[src/rtl/cdma_lite_slave.sv]
// +--------------------------------------------------------------------+
// | cdma_lite_slave: AXI-Lite programmed word-copy engine (SA/DA/BTT)  |
// | Revision: 1.0                                                      |
// +--------------------------------------------------------------------+
`timescale 1ns/1ps
`default_nettype none

module cdma_lite_slave (
   input  logic        clk,
   input  logic        rst_n,
   input  logic [9:0]  awaddr_i,
   input  logic        awvalid_i,
   output logic        awready_o,
   input  logic [31:0] wdata_i,
   input  logic        wvalid_i,
   output logic        wready_o,
   output logic [1:0]  bresp_o,
   output logic        bvalid_o,
   input  logic        bready_i,
   output logic        xfer_valid_o,
   output logic [31:0] xfer_src_o,
   output logic [31:0] xfer_dst_o,
   input  logic        xfer_ready_i,
   output logic        busy_o,
   output logic        done_o,
   output logic        done_pulse_o
);

   localparam logic [9:0] c_ADDR_SR  = 10'h004;
   localparam logic [9:0] c_ADDR_SA  = 10'h018;
   localparam logic [9:0] c_ADDR_DA  = 10'h020;
   localparam logic [9:0] c_ADDR_BTT = 10'h028;
   localparam logic [1:0] c_OKAY     = 2'b00;
   localparam logic [1:0] c_SLVERR   = 2'b10;

   typedef enum logic [0:0] {
      ST_IDLE = 1'b0,
      ST_RUN  = 1'b1
   } state_e;

   state_e      state_q, state_d;
   logic [31:0] sa_q, sa_d;
   logic [31:0] da_q, da_d;
   logic [25:0] btt_q, btt_d;
   logic [31:0] cur_src_q, cur_src_d;
   logic [31:0] cur_dst_q, cur_dst_d;
   logic [23:0] words_q, words_d;
   logic        bvalid_q, bvalid_d;
   logic [1:0]  bresp_q, bresp_d;
   logic        done_q, done_d;
   logic        done_pulse_q, done_pulse_d;

   logic        w_busy;
   logic        w_accept;
   logic        w_hit_sr, w_hit_sa, w_hit_da, w_hit_btt, w_hit_cfg;
   logic        w_err;
   logic        w_wr_ok;
   logic        w_fire;
   logic        w_last;
   logic        w_start;
   logic [26:0] w_btt_round;

   assign w_busy    = (state_q == ST_RUN);
   assign w_accept  = awvalid_i & wvalid_i & ~bvalid_q;
   assign w_hit_sr  = (awaddr_i == c_ADDR_SR);
   assign w_hit_sa  = (awaddr_i == c_ADDR_SA);
   assign w_hit_da  = (awaddr_i == c_ADDR_DA);
   assign w_hit_btt = (awaddr_i == c_ADDR_BTT);
   assign w_hit_cfg = w_hit_sa | w_hit_da | w_hit_btt;
   // Misaligned offsets never match a map entry, so they fall into the unmapped case.
   assign w_err     = (awaddr_i[1:0] != 2'b00) | ~(w_hit_sr | w_hit_cfg) | (w_hit_cfg & w_busy);
   assign w_wr_ok   = w_accept & ~w_err;
   assign w_fire    = w_busy & xfer_ready_i;
   assign w_last    = w_fire & (words_q == 24'd1);
   assign w_start   = w_wr_ok & w_hit_btt & (wdata_i[25:0] != 26'd0);
   assign w_btt_round = {1'b0, btt_d} + 27'd3;

   always_comb begin
      state_d = state_q;
      case (state_q)
         ST_IDLE: if (w_start) state_d = ST_RUN;
         ST_RUN:  if (w_last)  state_d = ST_IDLE;
         default: state_d = ST_IDLE;
      endcase
   end

   always_comb begin
      sa_d         = sa_q;
      da_d         = da_q;
      btt_d        = btt_q;
      cur_src_d    = cur_src_q;
      cur_dst_d    = cur_dst_q;
      words_d      = words_q;
      bvalid_d     = bvalid_q;
      bresp_d      = bresp_q;
      done_pulse_d = w_last;
      done_d       = done_q;

      if (w_accept) begin
         bvalid_d = 1'b1;
         bresp_d  = w_err ? c_SLVERR : c_OKAY;
      end else if (bvalid_q & bready_i) begin
         bvalid_d = 1'b0;
      end

      if (w_wr_ok & w_hit_sa)  sa_d  = wdata_i;
      if (w_wr_ok & w_hit_da)  da_d  = wdata_i;
      if (w_wr_ok & w_hit_btt) btt_d = wdata_i[25:0];

      if (w_start) begin
         cur_src_d = sa_q;
         cur_dst_d = da_q;
         words_d   = w_btt_round[25:2];
      end else if (w_fire) begin
         cur_src_d = cur_src_q + 32'd4;
         cur_dst_d = cur_dst_q + 32'd4;
         words_d   = words_q - 24'd1;
      end

      // A completion landing in the same cycle as a clear keeps done set.
      if (w_wr_ok & w_hit_sr & wdata_i[1]) done_d = 1'b0;
      if (w_last)                          done_d = 1'b1;
   end

   always_ff @(posedge clk or negedge rst_n) begin
      if (!rst_n) begin
         state_q      <= ST_IDLE;
         sa_q         <= '0;
         da_q         <= '0;
         btt_q        <= '0;
         cur_src_q    <= '0;
         cur_dst_q    <= '0;
         words_q      <= '0;
         bvalid_q     <= 1'b0;
         bresp_q      <= c_OKAY;
         done_q       <= 1'b0;
         done_pulse_q <= 1'b0;
      end else begin
         state_q      <= state_d;
         sa_q         <= sa_d;
         da_q         <= da_d;
         btt_q        <= btt_d;
         cur_src_q    <= cur_src_d;
         cur_dst_q    <= cur_dst_d;
         words_q      <= words_d;
         bvalid_q     <= bvalid_d;
         bresp_q      <= bresp_d;
         done_q       <= done_d;
         done_pulse_q <= done_pulse_d;
      end
   end

   assign awready_o    = ~bvalid_q;
   assign wready_o     = ~bvalid_q;
   assign bvalid_o     = bvalid_q;
   assign bresp_o      = bresp_q;
   assign xfer_valid_o = w_busy;
   assign xfer_src_o   = cur_src_q;
   assign xfer_dst_o   = cur_dst_q;
   assign busy_o       = w_busy;
   assign done_o       = done_q;
   assign done_pulse_o = done_pulse_q;

endmodule

`default_nettype wire
[config.mk]
export PLATFORM = sky130hd
export DESIGN_NAME = cdma_lite_slave
export DESIGN_NICKNAME = d
export VERILOG_FILES = /design/src/rtl/cdma_lite_slave.sv
export SDC_FILE = /design/constraint.sdc
export NUM_CORES = 1
export LEC_CHECK = 0
export ABC_AREA = 0
export CORE_ASPECT_RATIO = 0.5
export CORE_UTILIZATION = 57
export CTS_BUF_LIST = sky130_fd_sc_hd__clkbuf_8
export DETAILED_ROUTE_END_ITERATION = 8
export GPL_TIMING_DRIVEN = 0
export PLACE_DENSITY = 0.84
export SLEW_MARGIN = 20
export SYNTH_ARGS = -nofsm -noshare
export SYNTH_HDL_FRONTEND = slang
export SYNTH_SLANG_ARGS = --single-unit
[constraint.sdc]
create_clock -name clk -period 2.95 [get_ports clk]
set_clock_uncertainty 0.1 [all_clocks]
set_input_delay 0.59 -clock clk [delete_from_list [all_inputs] [get_ports clk]]
set_output_delay 0.59 -clock clk [all_outputs]
set_load 0.05 [all_outputs]
# Yosys cells after proc, flatten, opt, wreduce, memory -nomap -nowiden
# Cells that the tools add are included.
[word_totals]
regBits = 184
inputBits = 48
out_inout_bits = 73
wordCells = 62
[classes]
n_addsub = 4
n_eq_ne = 5
muxes = 15
bitwise_logic = 22
reduce_logical = 5
[ops]
columns = ["op", "count"]
rows = [
  ["32-bit two-way mux", 4],
  ["32-bit by 3-bit adder with 32-bit output, second input constant", 2],
  ["24-bit two-way mux", 2],
  ["26-bit by 2-bit adder with 26-bit output, second input constant", 1],
  ["26-bit two-way mux", 1],
  ["26-bit nonzero test", 1],
  ["24-bit by 1-bit == test with 1-bit output, second input constant", 1],
  ["24-bit by 1-bit subtractor with 24-bit output, second input constant", 1],
  ["10-bit by 6-bit == test with 1-bit output, second input constant", 2],
  ["1-bit bitwise AND", 13],
  ["10-bit by 3-bit == test with 1-bit output, second input constant", 1],
  ["10-bit by 5-bit == test with 1-bit output, second input constant", 1],
  ["2-bit nonzero test", 4],
  ["1-bit two-way mux", 6],
  ["1-bit bitwise OR", 5],
  ["1-bit NOT", 4],
  ["2-bit two-way mux", 1],
  ["1-bit case mux with 2 select lines", 1],
]

# Logic depth before layout (Yosys ltp)
[logic_depth]
ltp_word = 13
mapped_depth = 10
ltp_nobuf = 8

# Worst setup path before layout
# Ideal clock, no wire load.
[synth_path]
path_kind = "flip-flop to flip-flop"
start = "register state_q, in the netlist busy_o"
end = "register cur_src_q[2], in the netlist xfer_src_o[2]"
arrival_time_ns = 2.176
required_ns = 2.724
slack_ns = 0.548
path_stages_with_launch = 9
period_less_slack_ns = 2.402
path_cell_list = "dfrtp_1 nor4_2 and4_1 clkbuf_8 o21a_1 buf_2 nor2_1 buf_2 a221o_1"
[synth_via]
elab_chain_len = 7
elab_cells_between_ends = 9
cone_classes = "mux (1); bitwise (7); reduce/logical (1)"
[synth_lines]
columns = ["element", "line_no", "text"]
rows = [
  ["start: declaration", "41", "state_e state_q, state_d;"],
  ["start signal: assignment", "139", "state_q <= state_d;"],
  ["1-bit bitwise AND", "71", "assign w_err = (awaddr_i[1:0] != 2'b00) | ~(w_hit_sr | w_hit_cfg) | (w_hit_cfg & w_busy);"],
  ["1-bit bitwise OR", "71", ""],
  ["1-bit NOT", "72", "assign w_wr_ok = w_accept & ~w_err;"],
  ["1-bit bitwise AND", "72", ""],
  ["1-bit bitwise AND (2 in a row)", "75", "assign w_start = w_wr_ok & w_hit_btt & (wdata_i[25:0] != 26'd0);"],
  ["32-bit two-way mux / 2-bit nonzero test (equally long branches)", "-", ""],
  ["end signal: assignment", "143", "cur_src_q <= cur_src_d;"],
  ["end: declaration", "45", "logic [31:0] cur_src_q, cur_src_d;"],
]
# Several ways; a longest one is shown, not always the timed one.
# A chain may end at the register's enable or synchronous reset.

# Worst setup path in the final report
[layout_path]
start = "input port wdata_i[11]"
end = "register cur_dst_q[29], in the netlist xfer_dst_o[29]"
[layout_via]
elab_chain_len = 3
elab_cells_between_ends = 4
cone_classes = "mux (1); bitwise (1); reduce/logical (2)"
[layout_lines]
columns = ["element", "line_no", "text"]
rows = [
  ["start: declaration", "14", "input logic [31:0] wdata_i,"],
  ["26-bit nonzero test *", "75", ""],
  ["1-bit bitwise AND *", "75", ""],
  ["32-bit two-way mux / 2-bit nonzero test (equally long branches)", "-", ""],
  ["end signal: assignment", "144", "cur_dst_q <= cur_dst_d;"],
  ["end: declaration", "46", "logic [31:0] cur_dst_q, cur_dst_d;"],
]
# Mark *: on every way between the ends. The rest lies on a longest branch, timed or not.

==> results.sh <==
export IMPL_yosysUniqueCellTypes=60
export IMPL_peakVddDrop_uv=248
export IMPL_synth_ff_type="dfrtp_1"
export IMPL_fin_ws_ns=0.0676
export IMPL_clk_latency_ns=0.47
export IMPL_required_ns=3.22
export IMPL_maxSlewViolCount=0
export IMPL_hold_class="in -> async"
export IMPL_io_buffers=113
export IMPL_core_area_um2=14700
export IMPL_ys_async_sr_fraction=1.00
export IMPL_rr_endpoint="sa_q[10]"
export IMPL_gp_congestion=0.945
export IMPL_drive_above_1_share=0.139
export IMPL_path_clk_slew_ns=0.10
export IMPL_mappedNetlistArea_um2=8700
export IMPL_nFillCells=1060
export IMPL_cts_hold_buf=0
export IMPL_grtUsageTotal=0.338
export IMPL_syn_nets=921
export IMPL_die_area_um2=15800
export IMPL_fp_dieW_um=177
export IMPL_worst_pin_slew_ns=1.10
export IMPL_insertedDiodeCount=0
export IMPL_pwr_density_cell_nw_per_um2=427
export IMPL_critPathTopFamily="simple AND/OR/NAND/NOR gates"
export IMPL_ant_nets=0
export IMPL_fmax_mhz=347
export IMPL_cp_cell_sequence="clkdlybuf4s50_1, nor4_1, nand3_1, nor2_1, nor2_1, clkbuf_1, a32oi_1, nand2_1"
export IMPL_antenna_found_initial=0
export IMPL_grt_setup_unrepaired="false"
export IMPL_final_hold_violation_count=10
export IMPL_rows=31
export IMPL_synth_enable_flop_cells=0
export IMPL_clkSinkCount=173
export IMPL_crit_path_max_incr_delay_ns=0.63
export IMPL_worstSetupStartpointType="primary input"
export IMPL_fin_hold_ws_ns=-0.0313
export IMPL_rrSetupSlack_ns=0.29
export IMPL_reg2reg_depth=6
export IMPL_crit_fanout=10
export IMPL_drt_initial_drc_count=837
export IMPL_place_ws_ns=-0.685
export IMPL_synth_warning_count=0
export IMPL_syn_inst=869
export IMPL_fin_crit_ns=2.88
export IMPL_stdcell_count=1216
export IMPL_path_buf_inv=2
export IMPL_startpoint="wdata_i[11]"
export IMPL_first_pass_iters=5
export IMPL_setup_violations=0
export IMPL_worstSetupEndpoint="xfer_dst_o[29]"
export IMPL_ys_seq_area_frac=0.498
export IMPL_fin_setup_tns_ns=0
export IMPL_ys_seq_elements=173
export IMPL_htree_levels=4
export IMPL_cts_max_path_buffers=2
export IMPL_cp_slowest_cell="clkdlybuf4s50_1"
export IMPL_cts_tree="done"
export IMPL_numPlacedInstances=1181
export IMPL_fin_nets=1057
export IMPL_syn_to_final_growth_pct=21.4
export IMPL_grt_remaining_overflow=0
export IMPL_outcome="finished with violations"
export IMPL_layout_commonest_cell="dfrtp_1"
export IMPL_power_leakage_nw=4.90
export IMPL_drv_cap=0
export IMPL_avgRoutedWirePerCell_um=21.0
export IMPL_drt_total_wl_um=25500
export IMPL_timing_slew_headroom=0.259
export IMPL_start_util=0.593
export IMPL_ctsRootBufferMaster="clkbuf_8"
export IMPL_crit_type="in -> reg"
export IMPL_post_route_period_util=0.977
export IMPL_worst_path_stages=8
export IMPL_r2r_start="bvalid_o"
export IMPL_vias=7581
export IMPL_grt_pass1_vias=7320
export IMPL_drt_vias_per_instance=6.23
export IMPL_grt_max_degree=92
export IMPL_die_h_um=89.3
export IMPL_synth_avg_cell_area_um2=10.0
export IMPL_numCtsBuffers=17
export IMPL_ios=121
export IMPL_finalPower_mw=4.51
export IMPL_cp_data_arrival_time_ns=3.15
export IMPL_layout_common_cells="dfrtp_1, clkdlybuf4s50_1, nand2_1"
export IMPL_crit_top_cell="nor2_1"
export IMPL_grt_pass1_wl_um=39800
export IMPL_end_kind="flop"
export IMPL_dp_hpwl_um=18100
export IMPL_violations="hold timing"
export IMPL_post_route_drc_count=0
==> layout make-up <==
cell class                 count  area, um^2  share of cell area
sequential                   173        4330               0.410
multi-input combinational    642        4120               0.390
timing repair buffer         117        1190               0.112
buffer                        45         251              0.0238
clock buffer                  18         248              0.0235
tap                          198         248              0.0235
clock inverter                14         148              0.0140
inverter                       9        33.8             0.00320
==> sequential cells by signal, indices dropped and copies added (netlist names) <==
name,flops
bresp_o,1
done_o,1
sa_q,32
xfer_src_o,32
bvalid_o,1
da_q,32
busy_o,1
btt_q,16
xfer_dst_o,32
done_pulse_o,1
words_q,24
==> power by group <==
part	switching (mW)	total [mW]	internal, mW
combinational	0.240	0.376	0.136
sequential	0.0321	2.43	2.40
clock	0.975	1.70	0.725
==> worst min path at each step <==
stage | from | endpoint | slack, ns | cells past startpoint
global placement | btt_q[21] | btt_q[21] | 0.35 | 2
global route | rst_n | xfer_src_o[3] | 0.03 | 1
floorplan | rst_n | bresp_o[1] | 0.19 | 0
finish | rst_n | xfer_src_o[3] | -0.03 | 1
detailed placement | btt_q[3] | btt_q[3] | 0.36 | 2
CTS | rst_n | xfer_src_o[3] | 0.02 | 1
==> cells in the mapped netlist (3+ instances only) <==
| library cell | count | share of area |
|---|---|---|
| xnor2_1 | 34 | 0.034 |
| and3b_1 | 3 | 0.0030 |
| xor2_1 | 41 | 0.041 |
| buf_1 | 4 | 0.0017 |
| a221o_1 | 8 | 0.0092 |
| a31oi_1 | 3 | 0.0022 |
| mux2i_1 | 6 | 0.0069 |
| nor3_1 | 18 | 0.010 |
| mux2_1 | 3 | 0.0039 |
| o211ai_1 | 9 | 0.0078 |
| nor4_1 | 16 | 0.012 |
| a21oi_1 | 62 | 0.036 |
| mux2_2 | 61 | 0.079 |
| o21ai_0 | 27 | 0.016 |
| and2_1 | 10 | 0.0072 |
| nor4b_1 | 3 | 0.0030 |
| clkbuf_1 | 18 | 0.0078 |
| buf_2 | 12 | 0.0069 |
| nand2_1 | 108 | 0.047 |
| and4_1 | 7 | 0.0070 |
| nor3b_1 | 5 | 0.0043 |
| ha_1 | 4 | 0.0058 |
| dfrtp_1 | 173 | 0.50 |
| and3_1 | 11 | 0.0079 |
| a22oi_1 | 4 | 0.0035 |
| nor4_2 | 3 | 0.0043 |
| inv_1 | 9 | 0.0039 |
| buf_4 | 7 | 0.0060 |
| nand3_1 | 50 | 0.029 |
| or3_1 | 4 | 0.0029 |
| nand4_1 | 25 | 0.018 |
| nor2_1 | 85 | 0.037 |
==> per-stage QoR <==
step / hold WS (ns) / cell area [um^2] / utilization
2_1_floorplan: 0.194 / 8700 / -
3_3_place_gp: 0.347 / 10100 / 0.687
5_1_grt: 0.0274 / 10600 / 0.720
3_5_place_dp: 0.357 / 10100 / 0.689
4_1_cts: 0.0198 / 10500 / 0.717
6_report: -0.0313 / 10600 / 0.720
==> what timing repair did <==
item / 4_1_cts / 5_1_grt
endpoints found under the setup margin: 32 / 70
resized for setup: 3 / 7
cloned: 0 / 0
buffers inserted: 0 / 3
pin swaps: 0 / 2
==> metal layers <==
layer  vias to the layer above  share of wire  GRT usage
met2                       466           0.44      0.515
met4                         0          0.026      0.122
met5                         -              0          0
li1                       3333              -          -
met1                      3707           0.41      0.458
met3                        75           0.12      0.111
==> worst reg2reg max path: cells and delay by family (launching register included) <==
family | cells | cell delay, ns
mux | 1 | 0.39
buf+inv | 2 | 0.68
flops | 1 | 0.40
simple gates | 3 | 0.99
==> cell families after synthesis <==
kind of cell               after synthesis  share of synthesized area
and+or+nand+nor                        363                      0.209
AOI/OAI and AO/OA                      129                     0.0892
muxes                                   70                     0.0898
DFF                                    173                      0.498
other                                    1                   0.000431
buffers and inverters                   54                     0.0321
adders and majority gates                4                    0.00575
xor gates and xnor gates                75                     0.0755
Power figures use the tool's default switching activity.
==> variant 1, RTL diff (same settings) <==
Take the reset off `cur_src_q` and load it in a clocked block of its own.
--- a/src/rtl/cdma_lite_slave.sv
+++ b/src/rtl/cdma_lite_slave.sv
@@ -129,5 +129,4 @@
          da_q         <= '0;
          btt_q        <= '0;
-         cur_src_q    <= '0;
          cur_dst_q    <= '0;
          words_q      <= '0;
@@ -141,5 +140,4 @@
          da_q         <= da_d;
          btt_q        <= btt_d;
-         cur_src_q    <= cur_src_d;
          cur_dst_q    <= cur_dst_d;
          words_q      <= words_d;
@@ -149,4 +147,8 @@
          done_pulse_q <= done_pulse_d;
       end
+   end
+
+   always_ff @(posedge clk) begin
+      cur_src_q <= cur_src_d;
    end
 
Function: differs if rst_n is asserted again (counterexample within 4 cycles, from zero or initial values and one cycle with rst_n low); with rst_n held inactive, the same outputs for 4 cycles.
==> variant 1 against the original RTL <==
  * The run ends with setup timing left
  * Combinational power decreased by 21%
  * Area after synthesis grew 8.3%
  * Routed wire length is 4.9% higher
  * Die area rose by 8.1%
  * Critical path depth unchanged
  * Worst setup slack worse by 0.071 ns
  * Power grew 3.7%
  * Critical endpoint is now xfer_src_o[30]$_DFFE_PP_
  * Hold slack improved by 0.42 ns
  * Sequential cell count increased by 10
  * Design area is 8.7% higher
  * Highest routed layer unchanged
  * Utilization increased by 0.73 points
==> variant 1: results (changes against the original RTL) <==
| Metric | Value |
|---|---|
| GRT Util Overall | 32.5% (-1.3 points) |
| Routed wl met3 | 2.87 mm (-9.1%) |
| DR iter-0 viols | 819 (-2.2%) |
| CTS hold repair buffers | 1 (+1) |
| Final setup margin | -0.00315 ns (-0.0707 ns) |
| Final #Nets | 1,080 (+2.2%) |
| Final Setup Violations | 1 (+1) |
| Synth Area in Compound Gates | 8.38% (-0.54 points) |
| Seq/total area | 41.3% (+0.30 points) |
| Outcome | finished with violations |
| Violated checks | setup timing |
| Static leakage | 5.08 nW (+3.8%) |
| Post-CTS resize count | 16 (+13) |
| Yosys cell types | 71 (+18%) |
| Fraction of cell area in non-clock buffers | 13.5% (-0.11 points) |
| Setup TNS | -0.00315 ns (-0.00315 ns) |
| Top post-synthesis cells by area | dfrtp_1 40%, edfxtp_1 10%, mux2_2 9.4%, nor2_1 3.9%, xor2_1 3.7% |
| HP Class | register to register |
| Post-Synth Adder-Cell Area | 0.531% (-0.044 points) |
| Comb pwr share | 6.4% (-2.0 points) |
| Placed Area | 0.0109 mm² (+7.7%) |
| WL met2 | 12.2 mm (+8.8%) |
| Worst Reg-to-Reg Cells | 9 (+3) |
| Max incr delay on CP | 0.70 ns (+0.07 ns) |
| Drt pass-1 iters | 7 (+2) |
| Placer Congestion | 0.909 (-3.8%) |
| M1 WL | 11.0 mm (+5.5%) |
| EDFF count, synth | 32 (+32) |
| Relative slew slack | 29.4% (+3.5 points) |
| Share of cells above drive strength 1 | 17.3% (+3.4 points) |
==> variant 1: cell types whose count changed in the layout (fill, tap and decap cells not counted), moves of 6 or more <==
cell      delta
buf_4        +7
clkbuf_1     -6
mux2_2      +18
nand2_1     -38
inv_1        +8
nor2_1      +10
nand3_1     -10
edfxtp_1    +32
dfrtp_1     -22
==> variant 1: worst paths after layout <==
kind	startpoint	to	slack, ns
worst max-delay path	wdata_i[21]	xfer_src_o[30]$_DFFE_PP_	-0.003
worst max register to register	bvalid_o$_DFFE_PN0P_	xfer_dst_o[6]$_DFFE_PN0P_	0.24
worst min register to register	da_q[1]$_DFFE_PN0P_	xfer_dst_o[1]$_DFFE_PN0P_	0.39
max in group asynchronous	rst_n	words_q[8]$_DFFE_PN0P_	1.37
min in group asynchronous	rst_n	bvalid_o$_DFFE_PN0P_	0.52
worst min-delay path	da_q[1]$_DFFE_PN0P_	xfer_dst_o[1]$_DFFE_PN0P_	0.39
==> variant 1: critical path: cells and delay by family <==
family,cells,cell delay (ns)
compound gates,1,0.11
simple gates,4,1.02
buf+inv,3,1.34
==> variant 1: through the flow <==
| step | std cells | setup slack, ns | total power, mW |
|---|---|---|---|
| 6_report | 1262 | -0.00315 | 4.67 |
| 5_1_grt | 1261 | -0.0304 | 4.81 |
| 4_1_cts | 1255 | 0.00376 | 4.67 |
| 3_5_place_dp | 1218 | -1.22 | 2.92 |
| 3_3_place_gp | 1217 | -4.92 | 2.91 |
| 2_1_floorplan | 880 | 0.0780 | 2.73 |
==> variant 1: metal layers <==
layer  GRT usage (%)  vias to the layer above
met5               0                        -
met4            10.1                        0
met3            9.67                       62
met2            50.2                      410
met1            44.2                     3946
li1                -                     3453
==> variant 2, RTL diff (config.mk and constraints unchanged) <==
Without the edit above. Reset style: synchronous (`rst_n`), changed in one clocked block.
--- a/src/rtl/cdma_lite_slave.sv
+++ b/src/rtl/cdma_lite_slave.sv
@@ -123,5 +123,5 @@
    end
 
-   always_ff @(posedge clk or negedge rst_n) begin
+   always_ff @(posedge clk) begin
       if (!rst_n) begin
          state_q      <= ST_IDLE;
Function: differs if rst_n is asserted again (counterexample within 4 cycles, from zero or initial values and one cycle with rst_n low); with rst_n held inactive, the same outputs for 4 cycles.
==> variant 2 against the original RTL <==
  * Fmax shrank 0.82%
  * Design area decreased by 3.1%
  * Final cell count grew 18%
  * Routed wire length up 15%
  * Sequential cell count is 5 higher
  * Power down 3.3%
  * Worst setup slack got worse by 0.024 ns
  * Count of clock-buffer cells in the layout unchanged
  * Via count is 19% higher
  * Non-clock buffer count up 28
  * Sequential share of layout area is 6.2 points lower
  * Area after synthesis down 2.5%
  * Largest cell class is now multi-input gates
  * Highest routed layer unchanged
==> variant 2: results (changes against the original RTL) <==
| Metric | Value |
|---|---|
| Outcome | complete, no violations |
| Post-Synth XOR/XNOR Area | 6.30% (-1.3 points) |
| Mux contribution to synthesized area | 1.00% (-8.0 points) |
| Static leakage | 3.35 nW (-32%) |
| Synth Area in Compound Gates | 17.8% (+8.9 points) |
| Post-CTS resize count | 7 (+4) |
| Critical path launch point | wdata_i[15] |
| Seq/Total Area, Yosys | 42.0% (-7.7 points) |
| Cell taking the most area after synthesis | dfxtp_1 |
| Pre-CTS setup slack | -0.772 ns (-0.0877 ns) |
| FFs w/ async S/R, synth | 0% (-100 points) |
| DRT Wirelength | 29.4 mm (+15%) |
| Sw power | 1.22 mW (-2.3%) |
| H-tree levels | 4 (unchanged) |
| Reg2reg start | xfer_dst_o[14]$_SDFFE_PN0P_ |
| Final #Nets | 1,280 (+21%) |
| Reg2reg end | xfer_dst_o[29]$_SDFFE_PN0P_ |
| Most common library cells after synthesis | 227 x nand2_1, 178 x dfxtp_1, 149 x a21oi_1 |
| Final Hold Fails | 0 (-10) |
| Max incr delay on CP | 0.69 ns (+0.06 ns) |
| DPL Wire Length | 21.5 mm (+19%) |
| Total power | 4.36 mW (-3.3%) |
| Routed wl met3 | 3.88 mm (+23%) |
| Largest net degree at the start of global routing | 19 (-79%) |
| Final setup margin | 0.0437 ns (-0.0238 ns) |
| Placer Congestion | 0.975 (+3.2%) |
| Hold_ws | 0.354 ns (+0.386 ns) |
| M1 WL | 12.3 mm (+18%) |
| P_comb | 0.257 mW (-32%) |
| Placed Area | 0.00978 mm² (-3.3%) |
| Slowest stage cell, crit path | clkdlybuf4s50_1 |
| Placed cells | 1,403 (+19%) |
| Register-to-register setup slack | 0.19 ns (-0.10 ns) |
| DR iter-0 viols | 1,028 (+23%) |
| CP Data Arrival Time | 3.14 ns (about the same) |
| Post-Synth Adder-Cell Area | 0.590% (+0.015 points) |
| Yosys cell types | 58 (-3.3%) |
| Vias per cell | 6.26 (+0.44%) |
| Vias in the first global route | 8,042 (+9.9%) |
| Global-route wire length before repair | 43.9 mm (+10%) |
| Critical path endpoint | xfer_dst_o[2]$_SDFFE_PN0P_ |
| Port Buffer Count | 105 (-7.1%) |
| HP Class | register to register |
| GRT Util Overall | 38.0% (+4.1 points) |
| Worst Tran Pin Value | 0.858 ns (-0.243 ns) |
| Mapped Nets | 1,152 (+25%) |
[variant 2: changes by cell type in the layout (fill, tap and decap cells not counted), sizes merged, moves of 11 or more]
cell / before / now
nor2: 85 / 74
dfxtp: 0 / 178
a211oi: 0 / 22
clkbuf: 40 / 89
a21oi: 63 / 149
o21ai: 28 / 45
dfrtp: 173 / 0
nand3: 51 / 40
buf: 28 / 14
mux2: 64 / 4
nand2: 108 / 227
[variant 2: layer usage]
| layer | vias to the layer above | global-route usage, % |
|---|---|---|
| met3 | 65 | 8.55 |
| met1 | 4230 | 52.6 |
| li1 | 4127 | - |
| met2 | 589 | 58.8 |
| met5 | - | 0 |
| met4 | 0 | 13.2 |
[variant 2: layout make-up]
class,instances,area [µm²]
clock inverter,14,131
clock buffer,18,248
fill,1218,4270
inverter,13,48.8
tap,198,248
timing repair buffer,110,1090
multi-input combinational,828,4570
buffer,80,338
sequential,178,3560
